===== src/rtl/pcm_pkg.sv =====
// Shared PCM types for the audio output path: sample format, I2S frame
// geometry and the serialiser state encoding.
package pcm_pkg;

   typedef logic signed [15:0] sample_t;

   localparam int SLOTS_PER_FRAME = 32;
   localparam int HALF_SLOTS      = 16;

   typedef enum logic [1:0] {
      IDLE,
      RUN,
      DRAIN
   } i2s_tx_state_e;

endpackage


===== src/rtl/i2s_tx_fifo.sv =====
// Small synchronous sample FIFO with first-word-fall-through read data.
// Pointers carry one extra wrap bit so full and empty are distinguishable.
module i2s_tx_fifo #(
   parameter int WIDTH = 16,
   parameter int DEPTH = 4
) (
   input  logic             clk_i,
   input  logic             reset_ni,
   input  logic             push_i,
   input  logic [WIDTH-1:0] wdata_i,
   input  logic             pop_i,
   output logic [WIDTH-1:0] rdata_o,
   output logic             full_o,
   output logic             empty_o
);

   localparam int AW = (DEPTH > 1) ? $clog2(DEPTH) : 1;

   logic [WIDTH-1:0] mem_q [DEPTH];
   logic [AW:0]      wr_ptr_q, rd_ptr_q;
   logic             do_push, do_pop;

   assign empty_o = (wr_ptr_q == rd_ptr_q);
   assign full_o  = (wr_ptr_q[AW] != rd_ptr_q[AW]) &&
                    (wr_ptr_q[AW-1:0] == rd_ptr_q[AW-1:0]);
   assign do_push = push_i && !full_o;
   assign do_pop  = pop_i && !empty_o;
   assign rdata_o = mem_q[rd_ptr_q[AW-1:0]];

   // Pointer advance; overflow and underflow requests are ignored.
   always_ff @(posedge clk_i or negedge reset_ni) begin
      if (!reset_ni) begin
         wr_ptr_q <= '0;
         rd_ptr_q <= '0;
      end else begin
         if (do_push) wr_ptr_q <= wr_ptr_q + 1'b1;
         if (do_pop)  rd_ptr_q <= rd_ptr_q + 1'b1;
      end
   end

   // Storage write; contents need no reset since empty gates every read.
   always_ff @(posedge clk_i) begin
      if (do_push) mem_q[wr_ptr_q[AW-1:0]] <= wdata_i;
   end

endmodule


===== src/rtl/i2s_tx_serializer.sv =====
// I2S transmitter: buffers filter samples and sends each one in both the
// left and right slot of a 32-bclk frame, MSB first with one bclk delay.
// Optional build macro I2S_TX_UNDERRUN_CNT_EN adds a saturating underrun
// event counter on underrun_cnt_o.
//
//  state | meaning
//  IDLE  | clocks parked low, counters at frame start, waiting for enable
//  RUN   | generating frames continuously
//  DRAIN | enable dropped; finish current frame then return to IDLE
module i2s_tx_serializer
   import pcm_pkg::*;
#(
   parameter int DATA_WIDTH = 16,
   parameter int CLK_DIV    = 4,
   parameter int FIFO_DEPTH = 4
) (
   input  logic                  clk_i,
   input  logic                  reset_ni,
   input  logic                  enable_i,
   input  logic [DATA_WIDTH-1:0] data_i,
   input  logic                  valid_i,
   output logic                  ready_o,
   output logic                  bclk_o,
   output logic                  lrclk_o,
   output logic                  sdata_o,
   output logic                  busy_o,
   output logic                  underrun_o
`ifdef I2S_TX_UNDERRUN_CNT_EN
   ,
   output logic [15:0]           underrun_cnt_o
`endif
);

   localparam int         DIV_W       = (CLK_DIV > 1) ? $clog2(CLK_DIV) : 1;
   localparam logic [4:0] LAST_SLOT   = 5'(SLOTS_PER_FRAME - 1);
   localparam logic [4:0] L_LOAD_SLOT = 5'd1;
   localparam logic [4:0] R_LOAD_SLOT = 5'(HALF_SLOTS + 1);

   i2s_tx_state_e         state_q, state_d;
   logic [DIV_W-1:0]      div_cnt_q;
   logic [4:0]            bit_cnt_q, bit_nxt;
   logic                  bclk_q, lrclk_q, sdata_q, underrun_q;
   sample_t               hold_q, shift_q, load_word;
   logic                  fifo_push, fifo_pop, fifo_full, fifo_empty;
   logic [DATA_WIDTH-1:0] fifo_rdata;
   logic                  div_tc, fall, end_frame;

   assign fifo_push = valid_i && !fifo_full;
   assign ready_o   = !fifo_full;

   i2s_tx_fifo #(
      .WIDTH (DATA_WIDTH),
      .DEPTH (FIFO_DEPTH)
   ) u_fifo (
      .clk_i    (clk_i),
      .reset_ni (reset_ni),
      .push_i   (fifo_push),
      .wdata_i  (data_i),
      .pop_i    (fifo_pop),
      .rdata_o  (fifo_rdata),
      .full_o   (fifo_full),
      .empty_o  (fifo_empty)
   );

   assign div_tc    = (div_cnt_q == DIV_W'(CLK_DIV - 1));
   assign fall      = (state_q != IDLE) && div_tc && bclk_q;
   assign bit_nxt   = bit_cnt_q + 5'd1;
   // The falling edge that would open slot 0 is suppressed when draining.
   assign end_frame = (state_q == DRAIN) && !enable_i && fall &&
                      (bit_cnt_q == LAST_SLOT);
   assign fifo_pop  = fall && !end_frame && (bit_nxt == L_LOAD_SLOT) && !fifo_empty;
   assign load_word = fifo_empty ? '0 : sample_t'(fifo_rdata);

   // State register.
   always_ff @(posedge clk_i or negedge reset_ni) begin
      if (!reset_ni) state_q <= IDLE;
      else           state_q <= state_d;
   end

   // Next-state logic; a returning enable wins over the end of a drain.
   always_comb begin
      state_d = state_q;
      unique case (state_q)
         IDLE:    if (enable_i) state_d = RUN;
         RUN:     if (!enable_i) state_d = DRAIN;
         DRAIN: begin
            if (enable_i)       state_d = RUN;
            else if (end_frame) state_d = IDLE;
         end
         default: state_d = IDLE;
      endcase
   end

   // Bit clock divider, slot counter, word select and data shifter.
   always_ff @(posedge clk_i or negedge reset_ni) begin
      if (!reset_ni) begin
         div_cnt_q  <= '0;
         bclk_q     <= 1'b0;
         bit_cnt_q  <= LAST_SLOT;
         lrclk_q    <= 1'b0;
         sdata_q    <= 1'b0;
         shift_q    <= '0;
         hold_q     <= '0;
         underrun_q <= 1'b0;
      end else begin
         underrun_q <= 1'b0;
         if (state_q == IDLE || end_frame) begin
            div_cnt_q <= '0;
            bclk_q    <= 1'b0;
            bit_cnt_q <= LAST_SLOT;
            lrclk_q   <= 1'b0;
            sdata_q   <= 1'b0;
            shift_q   <= '0;
         end else if (div_tc) begin
            div_cnt_q <= '0;
            bclk_q    <= ~bclk_q;
            if (bclk_q) begin
               bit_cnt_q <= bit_nxt;
               lrclk_q   <= (bit_nxt >= 5'(HALF_SLOTS));
               if (bit_nxt == L_LOAD_SLOT) begin
                  hold_q     <= load_word;
                  sdata_q    <= load_word[15];
                  shift_q    <= {load_word[14:0], 1'b0};
                  underrun_q <= fifo_empty;
               end else if (bit_nxt == R_LOAD_SLOT) begin
                  sdata_q <= hold_q[15];
                  shift_q <= {hold_q[14:0], 1'b0};
               end else begin
                  sdata_q <= shift_q[15];
                  shift_q <= {shift_q[14:0], 1'b0};
               end
            end
         end else begin
            div_cnt_q <= div_cnt_q + 1'b1;
         end
      end
   end

   assign bclk_o     = bclk_q;
   assign lrclk_o    = lrclk_q;
   assign sdata_o    = sdata_q;
   assign busy_o     = (state_q != IDLE);
   assign underrun_o = underrun_q;

`ifdef I2S_TX_UNDERRUN_CNT_EN
   logic [15:0] underrun_cnt_q;

   // Saturating count of underrun events, cleared only by reset.
   always_ff @(posedge clk_i or negedge reset_ni) begin
      if (!reset_ni)
         underrun_cnt_q <= '0;
      else if (underrun_q && underrun_cnt_q != 16'hFFFF)
         underrun_cnt_q <= underrun_cnt_q + 16'd1;
   end

   assign underrun_cnt_o = underrun_cnt_q;
`endif

endmodule

===== config.mk =====
export PLATFORM = sky130hd
export DESIGN_NAME = i2s_tx_serializer
export DESIGN_NICKNAME = d
export VERILOG_FILES = /design/src/rtl/pcm_pkg.sv /design/src/rtl/i2s_tx_fifo.sv /design/src/rtl/i2s_tx_serializer.sv
export SDC_FILE = /design/constraint.sdc
export NUM_CORES = 1
export LEC_CHECK = 0
export ABC_AREA = 1
export BUFFER_PORTS_ARGS = -buffer_cell sky130_fd_sc_hd__buf_2
export CAP_MARGIN = 20
export CORE_UTILIZATION = 35
export CTS_CLUSTER_SIZE = 24
export DETAILED_ROUTE_END_ITERATION = 8
export PLACE_DENSITY = 0.55
export SLEW_MARGIN = 0
export SYNTH_ARGS = -nofsm -noshare
export SYNTH_HDL_FRONTEND = slang
export SYNTH_SLANG_ARGS = --single-unit

===== constraint.sdc =====
create_clock -name clk_i -period 2.5 [get_ports clk_i]
set_input_delay 0.25 -clock clk_i [delete_from_list [all_inputs] [get_ports clk_i]]
set_output_delay 0.25 -clock clk_i [all_outputs]
set_load 0.01 [all_outputs]

==> metrics.cfg, run 1 <==
[sta]
setup_violations=0
setup-tns-final_ps=0
rsz0062_at_grt=false
fmax_mhz=444
skew_ps=6.83
slew_viol_final=0
slew-limit-headroom_pct=60.4
hold_viol=0
worst_slew_pin_slew_ps=594
finalCritPeriodShare_pct=90.1
period_needed_ps=2250
whs_ps=24.8

[synth]
synth_area_per_cell_um2=10.1
netlist.top_cell.by_area=edfxtp_1
ys_seq_elements=114
syn_nets=534
synth_cell_types=33
yosysWarnings=0
synthesis.area_um2=5090
netlist.area_leader.share_pct=37.7
synth_area_leaders=edfxtp_1 (38%), dfrtp_1 (22%), nand2_1 (8.5%)
ys_seq_area_share_pct=62.4
syn_inst=505

[floorplanning]
die_w_um=123
dieHeight_um=123
start_util_pct=36.3
io_pins=26
die_area_um2=15000
core_area_um2=14000
rows=43

[critical_path]
crit_type=reg2reg
critPathArrivalTime_ps=2580
worst_ep_required_time_ps=2830
start_kind=flip-flop
r2r_start=bit_cnt_q[0]
rr_endpoint=bit_cnt_q[2]
reg2reg_depth=11
crit_end=bit_cnt_q[2]
cp-end-kind=flip-flop
slowest_stage=dfstp_2
crit_top_cell=ha_1
path_max_fanout=10
rrSetupSlack_ps=250
max_stage_delay_ps=560
cp-startpoint=bit_cnt_q[0]
cp_cell_sequence=ha_1, inv_1, nor3_1, ha_1, nand2_1, nor2_4, nor2_1, nand2_2, clkinvlp_4, buf_4, a21oi_1

[cells_and_area]
area_delta_synth_final_pct=20.2
fillers=1320
final_common_cell=nand2_1
drive_above_1_share_pct=18.9
final_cell_mix=nand2_1 (115), nor2_1 (67), edfxtp_1 (64)
final_nets=578
n_antenna_cell=0
fin_cells=742

[grt]
grt_usage_pct=16.0
antenna_found_initial=0
grt_pass1_wl_mm=17.7
overflow=0
grt_start_max_net_pins=31
grt_pass1_vias=3526

[routing]
routed_via_density=4.76
drc=0
drt_iter0_drc=227
ant_nets=0
num_vias=3533
wirelength_mm=10.9
routedWlPerCell_um=14.7
first_pass_iters=4

[power]
p_per_area_nw_per_um2=932
internal-power_uw=4190
peakVddDrop_uv=552
power.switching_uw=1520
seq_power_share_pct=41.5
netSwitchingFraction_pct=26.7
power.leakage_uw=0.00280
pwr-share-clk_pct=44.1
combPwrFrac_pct=14.5

[clocking]
clock_latency_ps=420
cts-buffers-inserted=17
cts_max_path_buffers=2
clk_pin_slew_worst_paths_ps=50
cts_tree=built
cts.sinks=114
h-tree-depth=4
cts_root_buf=clkbuf_16

[place]
io_buffers=25
dp_cells=700
dpl.hpwl_mm=6.56
gp_congestion=0.748

[min_path]
hold_class=in2reg

[flow_run]
maxCapViolations=0

[status]
status=finished clean

worst min-delay path by stage:
stage,start,endpoint,slack [ps],cells past startpoint
global route,enable_i,state_q[1],30,2
finish,enable_i,state_q[1],20,2
floorplan,reset_ni,bclk_o,-50,0
CTS,enable_i,state_q[1],3,2
global placement,reset_ni,shift_q[8],290,1
detailed placement,reset_ni,div_cnt_q[1],300,1
flip-flops by register name, indices dropped and copies added, names as in the netlist, 2 cells and up:
signal,count
u_fifo.rd_ptr_q,3
div_cnt_q,2
hold_q,16
u_fifo.wr_ptr_q,3
bit_cnt_q,5
state_q,2
u_fifo.mem_q,64
shift_q,15
through the flow:
| step | area (µm²) | utilization (%) | worst slack [ps] | power [µW] |
|---|---|---|---|---|
| global placement | 5420 | 38.6 | 51.0 | 3190 |
| finish | 6120 | 43.6 | 246 | 5710 |
| global route | 6120 | 43.6 | 6.13 | 5960 |
| CTS | 6050 | 43.1 | 17.3 | 5740 |
| detailed placement | 5420 | 38.6 | -1.91 | 3210 |
| floorplan | 5090 | - | 382 | 2920 |
logic make-up after synthesis:
kind of cell    share of synthesized area (%)
fa+ha+maj                                2.21
flops                                    62.4
compound gates                           7.05
xor+xnor                                0.860
buf+inv                                  5.55
simple gates                             21.9
what timing repair did:
| item | CTS | global route |
|---|---|---|
| cloned | 1 | 1 |
| hold buffers | 1 | 0 |
| pin swaps | 1 | 1 |
| gates resized for setup | 0 | 4 |
| buffers inserted | 0 | 7 |
| hold endpoints to repair | 22 | 0 |
| setup endpoints to repair | 3 | 28 |
power groups by stage:
stage	clock network (µW)	logic [µW]	registers, µW
6_report	2520	826	2370
5_1_grt	2630	939	2390
4_1_cts	2560	814	2370
3_5_place_dp	0	808	2400
3_3_place_gp	0	800	2390
2_1_floorplan	0	540	2390
worst max-delay path, delay by kind of cell (launching register included):
family | cells | cell delay, ps
buffers and inverters | 3 | 350
adders and majority gates | 2 | 370
and+or+nand+nor | 5 | 710
AOI/OAI and AO/OA | 1 | 190
DFF | 1 | 560
synthesized netlist by cell type, drive strengths merged:
cell type	instances
nand3b	1
dfstp	5
o31ai	1
ha	9
xor2	2
nand4	22
edfxtp	64
nor2	72
nand3	23
nor3	3
clkbuf	6
nand2	126
dfrtp	45
xnor2	3
buf	19
inv	35
o21ai	61
a21oi	7
a22oi	1
layout make-up:
cell class              instances  area, µm²  area share [%]
well taps                     180        225            3.68
flip-flops and latches        114       3180            51.9
clock buffers                  18        429            7.01
clock inverters                14        188            3.06
repair inverters                1       7.51           0.123
inverters                      35        138            2.25
repair buffers                 48        313            5.11
multi-input cells             332       1650            26.9
layer usage:
| layer | vias up | GRT usage (%) | part of all wire (%) |
|---|---|---|---|
| li1 | 1781 | - | - |
| met1 | 1664 | 20.6 | 48 |
| met2 | 76 | 25.0 | 47 |
| met3 | 12 | 5.02 | 3.7 |
| met4 | 0 | 6.71 | 1.3 |
| met5 | - | 0 | 0 |
Power figures use the tool's default switching activity.
==> run 2, diff against run 1 <==
--- a/config.mk
+++ b/config.mk
@@ -6,12 +6,12 @@
 export NUM_CORES = 1
 export LEC_CHECK = 0
 export ABC_AREA = 1
-export BUFFER_PORTS_ARGS = -buffer_cell sky130_fd_sc_hd__buf_2
 export CAP_MARGIN = 20
 export CORE_UTILIZATION = 35
 export CTS_CLUSTER_SIZE = 24
 export DETAILED_ROUTE_END_ITERATION = 8
-export PLACE_DENSITY = 0.55
+export DONT_BUFFER_PORTS = 1
+export PLACE_DENSITY_LB_ADDON = 0.1
 export SLEW_MARGIN = 0
 export SYNTH_ARGS = -nofsm -noshare
 export SYNTH_HDL_FRONTEND = slang
==> run 2 against run 1 <==
Clock power is 2% lower. Largest power group unchanged. Register-to-register slack hardly changed. Wire length is 3.8% higher. Sequential share of layout area is 0.095 points lower. Critical endpoint is now shift_q[12].
==> metrics.cfg, run 2 (synthesized netlist as in run 1, its figures left out) <==
[grt]
grt_usage_pct=16.7  ; +0.67 points
grt_pass1_vias=3512  ; -0.40%
overflow=0  ; unchanged
antenna_found_initial=0  ; unchanged
grt_start_max_net_pins=51  ; +65%
grt_pass1_wl_mm=18.5  ; +4.5%

[sta]
setup-tns-final_ps=0  ; unchanged
hold_viol=0  ; unchanged
rsz0062_at_grt=false
finalCritPeriodShare_pct=90.5  ; +0.32 points
fmax_mhz=442  ; -0.35%
slew-limit-headroom_pct=51.6  ; -8.8 points
skew_ps=9.06  ; +2.23 ps
setup_violations=0  ; unchanged
period_needed_ps=2260  ; +7.98 ps
worst_slew_pin_slew_ps=725  ; +130 ps
whs_ps=170  ; +146 ps
slew_viol_final=0  ; unchanged
finalWorstSetupSlack_ps=239  ; -7.98 ps

[place]
gp_congestion=0.705  ; -5.8%
dpl.hpwl_mm=6.56  ; about the same
place_ws_ps=-43.8  ; -41.9 ps
io_buffers=0  ; -100%

[routing]
first_pass_iters=4  ; unchanged
drt_iter0_drc=205  ; -9.7%
routedWlPerCell_um=15.5  ; +5.5%
drc=0  ; unchanged
num_vias=3458  ; -2.1%
ant_nets=0  ; unchanged
routed_via_density=4.74  ; -0.51%
wirelength_mm=11.3  ; +3.8%

[power]
peakVddDrop_uv=622  ; +13%
power.leakage_uw=0.00274  ; -1.9%
p_per_area_nw_per_um2=924  ; -0.95%

[clocking]
h-tree-depth=4  ; unchanged
cts-buffers-inserted=17  ; unchanged
cts.sinks=114  ; unchanged
clock_latency_ps=410  ; about the same
cts_tree=built
clk_pin_slew_worst_paths_ps=60  ; about the same
cts_max_path_buffers=2  ; unchanged
cts_root_buf=clkbuf_16

[floorplanning]
rows=43  ; unchanged
core_area_um2=14000  ; unchanged
die_w_um=123  ; unchanged
io_pins=26  ; unchanged
die_area_um2=15000  ; unchanged
start_util_pct=36.3  ; unchanged
dieHeight_um=123  ; unchanged

[cells_and_area]
final_common_cell=nand2_1
n_antenna_cell=0  ; unchanged
fillers=1303  ; -1.3%
seq_area_um2=3180  ; unchanged
multi_input_area_um2=1650  ; unchanged
largest_reg_flops=64  ; unchanged
utilization_pct=43.7  ; +0.080 points
final_cell_mix=nand2_1 (115), nor2_1 (67), edfxtp_1 (64)
area_delta_synth_final_pct=20.5
final_nets=567  ; -1.9%
drive_above_1_share_pct=13.6  ; -5.2 points

[critical_path]
start_kind=flip-flop
path_max_fanout=10  ; unchanged
critPathArrivalTime_ps=2550  ; -30 ps
cp-end-kind=flip-flop
worst_ep_required_time_ps=2790  ; -40 ps
crit_type=reg2reg

[min_path]
hold_class=in2reg

[flow_run]
maxCapViolations=0  ; unchanged

[status]
status=finished clean

==> run 2: final timing paths <==
path                            cells past startpoint  slack (ps)                  to    startpoint
worst min-delay path                                2         170  u_fifo.wr_ptr_q[0]       valid_i
max in group asynchronous                           2        1850        bit_cnt_q[4]      reset_ni
min in group asynchronous                           2         390         shift_q[14]      reset_ni
worst max register to register                     12         240         shift_q[12]  bit_cnt_q[0]
worst max-delay path                               12         240         shift_q[12]  bit_cnt_q[0]
worst min register to register                      1         440        div_cnt_q[0]  div_cnt_q[0]
==> run 2: what timing repair did <==
action | in CTS | in global routing
setup buffers | 0 | 4
hold buffers | 19 | 0
hold endpoints to repair | 116 | 0
setup endpoints to repair | 3 | 25
cloned | 1 | 1
pin swaps | 1 | 1
gates resized for setup | 0 | 4
==> run 2: final cells by class <==
| cell class | instances | share of cell area, % |
|---|---|---|
| Timing Repair Buffer | 37 | 5.59 |
| Tap cell | 180 | 3.67 |
| Timing Repair inverter | 1 | 0.122 |
| Clock inverter | 12 | 2.69 |
| Sequential cell | 114 | 51.8 |
| Clock buffer | 19 | 7.06 |
| Inverter | 35 | 2.24 |
| Multi-Input combinational cell | 332 | 26.8 |
==> run 2: routing by layer <==
| layer | GRT usage [%] | part of all wire [%] |
|---|---|---|
| met1 | 22.0 | 49 |
| met2 | 25.8 | 47 |
| met3 | 5.48 | 3.1 |
| met4 | 5.72 | 0.87 |
| met5 | 0 | 0 |
==> run 2: where the power goes <==
part           internal (µW)  switching [µW]
logic                    251             584
clock network           1650             819
registers               2280            87.1
total                   4180            1490
==> run 2: critical path: stages (launching register included) <==
cell	delay, ps
dfstp_2	550
ha_1	180
inv_1	60
nor3_1	190
ha_1	170
nand2_1	100
nor2_4	170
nor2_1	90
nand2_2	170
clkinvlp_4	100
buf_4	190
nand2_1	70
nand3_1	80
==> run 2: metrics by stage <==
stage | cell area [µm²] | cells | total power [µW]
detailed placement | 5280 | 674 | 3180
global route | 6140 | 730 | 5950
global placement | 5280 | 674 | 3180
finish | 6140 | 730 | 5670
floorplan | 5090 | 505 | 2920
CTS | 6090 | 725 | 5730
==> run 3, diff against run 2 <==
--- a/config.mk
+++ b/config.mk
@@ -7,11 +7,14 @@
 export LEC_CHECK = 0
 export ABC_AREA = 1
 export CAP_MARGIN = 20
+export CELL_PAD_IN_SITES_DETAIL_PLACEMENT = 1
+export CELL_PAD_IN_SITES_GLOBAL_PLACEMENT = 1
 export CORE_UTILIZATION = 35
 export CTS_CLUSTER_SIZE = 24
 export DETAILED_ROUTE_END_ITERATION = 8
 export DONT_BUFFER_PORTS = 1
 export PLACE_DENSITY_LB_ADDON = 0.1
+export SKIP_LAST_GASP = 1
 export SLEW_MARGIN = 0
 export SYNTH_ARGS = -nofsm -noshare
 export SYNTH_HDL_FRONTEND = slang
==> run 3 against run 2 <==
Count of clock-buffer cells in the layout shrank 2. Non-clock buffer count shrank 1. Utilization grew 0.37 points. Combinational power grew 1%. Register-to-register slack lost 110 ps. Global-route usage grew 0.90 points. Die area is the same. Critical path type unchanged. Largest power group unchanged.
==> metrics.cfg, run 3 (synthesized netlist as in run 1, its figures left out) <==
[sta]
worst_slew_pin_slew_ps=709  ; -15.5 ps
skew_ps=7.05  ; -2.01 ps
slew_viol_final=0  ; unchanged
whs_ps=181  ; +10.9 ps
period_needed_ps=2370  ; +106 ps
finalCritPeriodShare_pct=94.7  ; +4.2 points
hold_viol=0  ; unchanged
setup-tns-final_ps=0  ; unchanged
fmax_mhz=422  ; -4.5%
setup_violations=0  ; unchanged
slew-limit-headroom_pct=52.6  ; +1.0 points
rsz0062_at_grt=true

[critical_path]
max_stage_delay_ps=560  ; about the same
critPathArrivalTime_ps=2650  ; +100 ps
cp-startpoint=bit_cnt_q[1]
cp.depth=11  ; -1
path_max_fanout=10  ; unchanged
r2r_start=bit_cnt_q[1]
rr_endpoint=shift_q[4]
worst_ep_required_time_ps=2780  ; about the same
cp-end-kind=flip-flop
crit_family=simple AND/OR/NAND/NOR gates
worst-path-buf-inv=2  ; -1
slowest_stage=dfstp_2
start_kind=flip-flop
cp_cell_sequence=ha_1, inv_1, nor3_1, ha_1, nand2_1, nor2_4, nor2_1, nand2_2, clkinvlp_4, nand2_1, nand3_1
crit_end=shift_q[4]
reg2reg_depth=11  ; -1
rrSetupSlack_ps=130  ; -110 ps
crit_type=reg2reg

[clocking]
h-tree-depth=4  ; unchanged
clock_latency_ps=410  ; about the same
clk_pin_slew_worst_paths_ps=60  ; about the same
cts_max_path_buffers=2  ; unchanged
cts-buffers-inserted=17  ; unchanged
cts_tree=built
cts.sinks=114  ; unchanged
cts_root_buf=clkbuf_16

[floorplanning]
rows=43  ; unchanged
start_util_pct=36.3  ; unchanged
core_area_um2=14000  ; unchanged
io_pins=26  ; unchanged
die_area_um2=15000  ; unchanged
die_w_um=123  ; unchanged
dieHeight_um=123  ; unchanged

[routing]
routedWlPerCell_um=16.3  ; +5.5%
ant_nets=0  ; unchanged
drt_iter0_drc=104  ; -49%
wirelength_mm=11.9  ; +5.5%
num_vias=3600  ; +4.1%
drc=0  ; unchanged
routed_via_density=4.93  ; +4.1%
first_pass_iters=4  ; unchanged

[cells_and_area]
largest_reg_flops=64  ; unchanged
fillers=1556  ; +19%
n_antenna_cell=0  ; unchanged
final_nets=566  ; -0.18%
final_cell_mix=nand2_1 (115), nor2_1 (67), edfxtp_1 (64)
final_common_cell=nand2_1
area_delta_synth_final_pct=21.5
drive_above_1_share_pct=14.7  ; +1.1 points

[place]
dpl.hpwl_mm=7.31  ; +11%
gp_congestion=0.723  ; +2.7%
io_buffers=0  ; unchanged

[grt]
antenna_found_initial=0  ; unchanged
grt_start_max_net_pins=51  ; unchanged
grt_pass1_wl_mm=19.6  ; +6.0%
grt_usage_pct=17.6  ; +0.90 points
grt_pass1_vias=3824  ; +8.9%
overflow=0  ; unchanged

[min_path]
worst_hold_path.num_cells=2  ; unchanged
hold_class=in2reg

[power]
peakVddDrop_uv=617  ; -0.74%
p_per_area_nw_per_um2=953  ; +3.2%
power.leakage_uw=0.00276  ; +0.60%

[flow_run]
maxCapViolations=0  ; unchanged

[status]
status=finished clean

-- run 3: routing by layer --
metal	up-vias	share of wire [%]	GRT usage [%]
li1	1761	-	-
met1	1777	47	21.8
met2	46	49	29.1
met3	16	2.6	4.09
met4	0	1.6	8.00
met5	-	0	0
-- run 3: metrics by stage --
step                      util, %  power [µW]  cell area, µm²  setup WS [ps]  std cells
after floorplan                 -        2920            5090            382        505
after global placement       37.6        3180            5280           57.3        675
after detailed placement     37.6        3200            5280           31.8        675
after CTS                    43.8        5960            6150           27.2        726
after global routing         44.1        6190            6190           -106        730
final                        44.1        5900            6190            133        730
-- run 3: area by class of cell --
cell class	instances	area, µm²	share of cell area, %
Tap cell	180	225	3.64
Timing Repair inverter	1	7.51	0.121
Multi-Input combinational cell	332	1650	26.6
Timing Repair Buffer	36	335	5.42
Clock inverter	15	233	3.76
Clock buffer	17	425	6.87
Sequential cell	114	3180	51.4
Inverter	35	138	2.22
-- run 3: how the worst min path moves through the flow --
stage                     slack [ps]                 end  startpoint
after detailed placement         -40        div_cnt_q[1]    reset_ni
after global routing             200  u_fifo.wr_ptr_q[0]     valid_i
after floorplan                  -50              bclk_o    reset_ni
final                            180  u_fifo.wr_ptr_q[0]     valid_i
after global placement           -40        div_cnt_q[0]    reset_ni
after CTS                        170  u_fifo.wr_ptr_q[0]     valid_i
-- run 3: worst reg2reg max path, cell delays in order (launching register included) --
cell        delay [ps]
dfstp_2            560
ha_1               180
inv_1               60
nor3_1             190
ha_1               170
nand2_1            100
nor2_4             190
nor2_1             100
nand2_2            180
clkinvlp_4         300
nand2_1            130
nand3_1             90
-- run 3: timing repair --
action	CTS	global route
endpoints found under the hold margin	116	0
hold buffers	19	0
setup endpoints to repair	0	35
resized for setup	0	4
buffers inserted	0	2
-- run 3: power breakdown --
part / leakage, µW / internal (µW) / switching, µW / total (µW)
Combinational: 0.00120 / 250 / 595 / 845
Clock: 0.000312 / 1780 / 903 / 2680
Sequential: 0.00125 / 2280 / 92.1 / 2370
Total: 0.00276 / 4310 / 1590 / 5900
